[src/rtl/mdu_pkg.sv]
// Shared types for the multiply/divide unit: op encodings, divider FSM states
// and the default divide latency.
package mdu_pkg;

  typedef enum logic [2:0] {
    DIV  = 3'b100,
    DIVU = 3'b101,
    REM  = 3'b110,
    REMU = 3'b111
  } div_op_t;

  typedef enum logic [1:0] {
    IDLE,
    CALC,
    DONE
  } div_state_t;

  localparam int unsigned DIV_WIDTH   = 32;
  // Edges from the start edge (inclusive) until valid is visible.
  localparam int unsigned DIV_LATENCY = DIV_WIDTH + 1;

endpackage

[src/rtl/seq_divider_div_step.sv]
// One restoring-division iteration: shift {rem,quo} left by one, trial-subtract
// the divisor and keep the difference when it does not borrow.
module div_step #(
  parameter int unsigned WIDTH = 32
) (
  input  logic [WIDTH-1:0] rem,
  input  logic [WIDTH-1:0] quo,
  input  logic [WIDTH-1:0] dvs,
  output logic [WIDTH-1:0] rem_next,
  output logic [WIDTH-1:0] quo_next
);

  logic [WIDTH:0]   shifted;
  logic [WIDTH+1:0] diff;

  // Trial subtraction is one bit wider than the shifted remainder so the
  // borrow is visible even when the shifted remainder overflows WIDTH bits.
  always_comb begin
    shifted  = {rem, quo[WIDTH-1]};
    diff     = {1'b0, shifted} - {2'b00, dvs};
    rem_next = shifted[WIDTH-1:0];
    quo_next = {quo[WIDTH-2:0], 1'b0};
    if (!diff[WIDTH+1]) begin
      rem_next = diff[WIDTH-1:0];
      quo_next = {quo[WIDTH-2:0], 1'b1};
    end
  end

endmodule

[src/rtl/seq_divider.sv]
// Iterative RV32M divide/remainder unit, restoring algorithm, one quotient bit
// per clock. Optional macro SEQ_DIV_FAST_EN retires divide-by-zero, signed
// overflow and |divisor| > |dividend| directly from IDLE.
module seq_divider
  import mdu_pkg::*;
#(
  parameter int unsigned WIDTH = 32,
  parameter int unsigned CNT_W = $clog2(WIDTH) + 1
) (
  input  logic             clk,
  input  logic             reset,
  input  logic             start,
  input  logic [2:0]       funct3,
  input  logic [WIDTH-1:0] dividend,
  input  logic [WIDTH-1:0] divisor,
  output logic             busy,
  output logic             valid,
  output logic [WIDTH-1:0] result
);

  localparam logic [WIDTH-1:0] MIN_NEG = {1'b1, {(WIDTH-1){1'b0}}};

  div_state_t       state_q, state_d;
  logic [WIDTH-1:0] quo_q, quo_d, rem_q, rem_d, dvs_q, dvs_d, result_q, result_d;
  logic [CNT_W-1:0] cnt_q, cnt_d;
  logic             rem_sel_q, rem_sel_d, neg_q, neg_d, rneg_q, rneg_d;
  logic             dz_q, dz_d, ovf_q, ovf_d, busy_q, busy_d, valid_q, valid_d;

  div_op_t          op;
  logic             op_signed, op_rem, a_neg, b_neg, is_dz, is_ovf;
  logic [WIDTH-1:0] a_mag, b_mag, step_rem, step_quo, quo_fix, rem_fix, final_res;
`ifdef SEQ_DIV_FAST_EN
  logic             fast_hit;
  logic [WIDTH-1:0] fast_quo, fast_rem;
`endif

  div_step #(.WIDTH(WIDTH)) u_step (
    .rem      (rem_q),
    .quo      (quo_q),
    .dvs      (dvs_q),
    .rem_next (step_rem),
    .quo_next (step_quo)
  );

  // Decode the requested op and operand magnitudes/special cases at start.
  always_comb begin
    op        = funct3[2] ? div_op_t'(funct3) : DIVU;
    op_signed = (op == DIV) || (op == REM);
    op_rem    = (op == REM) || (op == REMU);
    a_neg     = op_signed & dividend[WIDTH-1];
    b_neg     = op_signed & divisor[WIDTH-1];
    a_mag     = a_neg ? -dividend : dividend;
    b_mag     = b_neg ? -divisor : divisor;
    is_dz     = (divisor == '0);
    is_ovf    = op_signed && (dividend == MIN_NEG) && (divisor == '1);
`ifdef SEQ_DIV_FAST_EN
    fast_hit  = is_dz | is_ovf | (b_mag > a_mag);
    fast_quo  = is_dz ? '1 : (is_ovf ? MIN_NEG : '0);
    fast_rem  = is_ovf ? '0 : dividend;
`endif
  end

  // Sign fix-up of the final iteration, with special cases forced on top.
  always_comb begin
    quo_fix = neg_q ? -step_quo : step_quo;
    rem_fix = rneg_q ? -step_rem : step_rem;
    if (dz_q) begin
      quo_fix = '1;
    end
    if (ovf_q) begin
      quo_fix = MIN_NEG;
      rem_fix = '0;
    end
    final_res = rem_sel_q ? rem_fix : quo_fix;
  end

  // FSM next-state and datapath register updates.
  always_comb begin
    state_d   = state_q;
    quo_d     = quo_q;
    rem_d     = rem_q;
    dvs_d     = dvs_q;
    cnt_d     = cnt_q;
    result_d  = result_q;
    rem_sel_d = rem_sel_q;
    neg_d     = neg_q;
    rneg_d    = rneg_q;
    dz_d      = dz_q;
    ovf_d     = ovf_q;
    case (state_q)
      IDLE: begin
        if (start) begin
          rem_sel_d = op_rem;
          neg_d     = a_neg ^ b_neg;
          rneg_d    = a_neg;
          dz_d      = is_dz;
          ovf_d     = is_ovf;
          quo_d     = a_mag;
          dvs_d     = b_mag;
          rem_d     = '0;
          cnt_d     = '0;
          state_d   = CALC;
`ifdef SEQ_DIV_FAST_EN
          if (fast_hit) begin
            state_d  = DONE;
            result_d = op_rem ? fast_rem : fast_quo;
          end
`endif
        end
      end
      CALC: begin
        quo_d = step_quo;
        rem_d = step_rem;
        cnt_d = cnt_q + CNT_W'(1);
        if (cnt_q == CNT_W'(WIDTH - 1)) begin
          state_d  = DONE;
          result_d = final_res;
        end
      end
      DONE:    state_d = IDLE;
      default: state_d = IDLE;
    endcase
    busy_d  = (state_d != IDLE);
    valid_d = (state_d == DONE);
  end

  // State and registered outputs; reset discards any in-flight operation.
  always_ff @(posedge clk or posedge reset) begin
    if (reset) begin
      state_q   <= IDLE;
      quo_q     <= '0;
      rem_q     <= '0;
      dvs_q     <= '0;
      cnt_q     <= '0;
      result_q  <= '0;
      rem_sel_q <= 1'b0;
      neg_q     <= 1'b0;
      rneg_q    <= 1'b0;
      dz_q      <= 1'b0;
      ovf_q     <= 1'b0;
      busy_q    <= 1'b0;
      valid_q   <= 1'b0;
    end else begin
      state_q   <= state_d;
      quo_q     <= quo_d;
      rem_q     <= rem_d;
      dvs_q     <= dvs_d;
      cnt_q     <= cnt_d;
      result_q  <= result_d;
      rem_sel_q <= rem_sel_d;
      neg_q     <= neg_d;
      rneg_q    <= rneg_d;
      dz_q      <= dz_d;
      ovf_q     <= ovf_d;
      busy_q    <= busy_d;
      valid_q   <= valid_d;
    end
  end

  assign busy   = busy_q;
  assign valid  = valid_q;
  assign result = result_q;

endmodule

[config.mk]
export PLATFORM = sky130hd
export DESIGN_NAME = seq_divider
export DESIGN_NICKNAME = d
export VERILOG_FILES = /design/src/rtl/mdu_pkg.sv /design/src/rtl/seq_divider_div_step.sv /design/src/rtl/seq_divider.sv
export SDC_FILE = /design/constraint.sdc
export NUM_CORES = 1
export LEC_CHECK = 0
export BUFFER_PORTS_ARGS = -buffer_cell sky130_fd_sc_hd__buf_2
export CAP_MARGIN = 40
export CORE_UTILIZATION = 65
export DETAILED_ROUTE_END_ITERATION = 10
export GPL_ROUTABILITY_DRIVEN = 0
export PLACE_DENSITY = 0.95
export SYNTH_ARGS = -nofsm -noshare
export SYNTH_HDL_FRONTEND = slang
export SYNTH_HIERARCHICAL = 1
export SYNTH_SLANG_ARGS = --single-unit
[constraint.sdc]
create_clock -name clk -period 13.82 [get_ports clk]
set_input_delay 2.764 -clock clk [delete_from_list [all_inputs] [get_ports clk]]
set_output_delay 2.764 -clock clk [all_outputs]
set_load 0.02 [all_outputs]
==> results.yml <==
routing:
  totalWireLength_mm: 33.7
  drtIter0Drc: 1846
  vias: 11300
  wl_per_cell_um: 21.3
  first_pass_iters: 9
  final_antenna_net_count: 0
  drcViolationCount: 0
  via_per_inst: 7.11
synth:
  ys.flop_type: "dfrtp_1"
  synth_cell_types: 86
  synth.avg_cell_area_sq_um: 8.41
  synth-seq-cells: 143
  synth_area_leaders: "dfrtp_1 (32%), xor2_1 (6.5%), o21ai_0 (5.9%)"
  synth_area_leader_cell: "dfrtp_1"
  synth_edf_count: 0
  syn-cell-area_sq_um: 11100
  async_reset_ff_share_pct: 100
  synth_cells: 1321
  synth_top_cell_area_share_pct: 32.2
  ys_warn_count: 6
  mappedNetlistNets: 1430
  seq_area_frac_synth_pct: 32.2
die:
  dieArea_sq_um: 17600
  rows: 47
  die_h_um: 133
  core_area_sq_um: 16600
  start_util_pct: 66.7
  ios: 104
  die_w_um: 133
timing:
  min_period_over_period_pct: 39.5
  clock_skew_ns: 0.0105
  setup_violations: 0
  tns_ns: 0
  hold_viol: 0
  slew_headroom_pct: 34.4
  worstMarginPinSlew_ns: 0.984
  finalCriticalPeriod_ns: 5.45
  slew_viol_final: 0
  rsz0062_at_grt: "false"
  max_freq_mhz: 183
final_layout:
  drive_gt1_share_pct: 13.9
  nNetsFinal: 1460
  antennaDiodeCount: 0
  area_growth_pct: 8.74
critical_path:
  critical_path.cell_chain: "ha_1 -> a21oi_1 -> o21ai_0 -> a21oi_1 -> a311oi_2 -> nor3_4 -> buf_4 -> o21ai_0 -> nor4_1 -> nand4_1 -> o31ai_1 -> xor2_1 -> a221oi_1 -> a21o_1"
  worstPathArrival_ns: 5.83
  r2r_setup_slack_ns: 8.37
  critPathMaxStageDelay_ns: 0.68
  cpMaxStageDelayCell: "nor4_1"
  cp-endpoint: "result[17]"
  reg2reg_from: "rem_q[5]"
  crit_start: "rem_q[5]"
  critPathBufInv: 1
  critical_path_class: "reg -> reg"
  reg2reg_depth: 14
  cp.required_ns: 14.20
  cp-start-kind: "flip-flop"
  reg2reg_to: "result[17]"
  crit_path_end_kind: "flip-flop"
  cp.depth: 14
  crit_fanout: 49
  cpLargestDelayFamily: "compound AO/OA/AOI/OAI gates"
clock_network:
  clkLatencyLatePin_ns: 0.44
  clockBufferDepth: 2
  cts_hold_buffers: 0
  cts_sinks: 143
  cts_tree: "built"
  cts_made_buffers: 17
  cts_resized: 0
  cts_root_buf: "clkbuf_16"
  htree_num_levels: 4
  path_clk_slew_ns: 0.06
  post-cts-setup-buffer-count: 0
grt:
  antenna_found_initial: 0
  grt_max_degree: 73
  grt_pass1_vias: 10500
  grt_pass1_wl_mm: 54.5
  grt_remaining_overflow: 0
  grt_usage_pct: 39.4
placement:
  hpwl_mm: 23.6
  port_buffers: 103
status:
  status: "finished, final reports clean"
min_path:
  hold_path_class: "reg -> reg"
flow_run:
  cap_violations: 0
==> worst reg2reg max path: cells and delay by family (launching register included) <==
kind | cells | cell delay [ns]
AOI/OAI and AO/OA | 8 | 2.56
xor gates and xnor gates | 1 | 0.14
and+or+nand+nor | 3 | 1.45
DFF | 1 | 0.42
adders and majority gates | 1 | 0.39
buffers and inverters | 1 | 0.43
==> how the worst min path moves through the flow <==
stage,startpoint,end,slack (ns),cells past startpoint
after floorplan,cnt_q[5],cnt_q[5],0.44,1
after global placement,result[15],result[15],0.45,1
after detailed placement,result[15],result[15],0.46,1
after CTS,result[15],result[15],0.47,1
after global routing,result[17],result[17],0.50,1
final,result[15],result[15],0.47,1
==> routing by layer <==
layer	up-vias	track usage [%]	wire, um
met5	-	0	0
met4	0	18.7	1620
met3	196	10.1	3870
met2	888	61.9	15500
met1	5322	51.0	12700
li1	4864	-	-
==> layout make-up <==
cell class / count / area, sq um
clock inverter: 9 / 108
multi-input combinational: 1014 / 6750
timing repair buffer: 113 / 638
sequential: 143 / 3580
clock buffer: 23 / 488
tap: 220 / 275
fill: 1116 / 4570
inverter: 62 / 238
==> cells by family after synthesis <==
logic type                 after synthesis  share of synthesized area (%)
buffers and inverters                  164                           7.10
muxes                                    9                          0.890
and+or+nand+nor                        380                           17.0
DFF                                    143                           32.2
xor gates and xnor gates               136                           10.7
AOI/OAI and AO/OA                      450                           27.6
adders and majority gates               39                           4.46
==> synth_stat cells (20+ instances only) <==
| library cell | instances |
|---|---|
| dfrtp_1 | 143 |
| nand2_1 | 140 |
| o21ai_0 | 132 |
| xor2_1 | 82 |
| nor2_1 | 79 |
| a21oi_1 | 69 |
| inv_1 | 60 |
| xnor2_1 | 54 |
| clkbuf_1 | 53 |
| a22o_1 | 46 |
| ha_1 | 38 |
| a22oi_1 | 33 |
| buf_4 | 33 |
| o31ai_1 | 29 |
| a21o_1 | 26 |
| nor3_1 | 26 |
| nand3_1 | 20 |
==> through the flow <==
stage / hold slack [ns] / instances / worst slack, ns / cell area (sq um) / util, %
after floorplan: 0.443 / 1321 / 7.22 / 11100 / -
after CTS: 0.474 / 1584 / 8.76 / 12100 / 72.6
after global routing: 0.497 / 1584 / 8.29 / 12100 / 72.6
after detailed placement: 0.461 / 1552 / 8.73 / 11500 / 69.0
after global placement: 0.454 / 1549 / 8.93 / 11400 / 68.6
final: 0.473 / 1584 / 8.37 / 12100 / 72.6
==> cell usage in the layout, fill, tap and decap left out, types with 38 or more instances in the layout <==
| cell type | count |
|---|---|
| dfrtp_1 | 143 |
| o21ai_0 | 132 |
| nor2_1 | 78 |
| ha_1 | 38 |
| xnor2_1 | 54 |
| inv_1 | 59 |
| buf_2 | 103 |
| xor2_1 | 82 |
| a21oi_1 | 69 |
| a22o_1 | 46 |
| nand2_1 | 140 |
==> flip-flops by register name, summed over array words and instances (netlist names) <==
register / count
rem_q: 32
rneg_q: 1
cnt_q: 6
dz_q: 1
dvs_q: 32
state_q: 2
result: 32
ovf_q: 1
busy: 1
quo_q: 32
rem_sel_q: 1
neg_q: 1
valid: 1
Power is not shown: default switching activity piles up to over one toggle a cycle in this logic, so the estimate is an artifact.
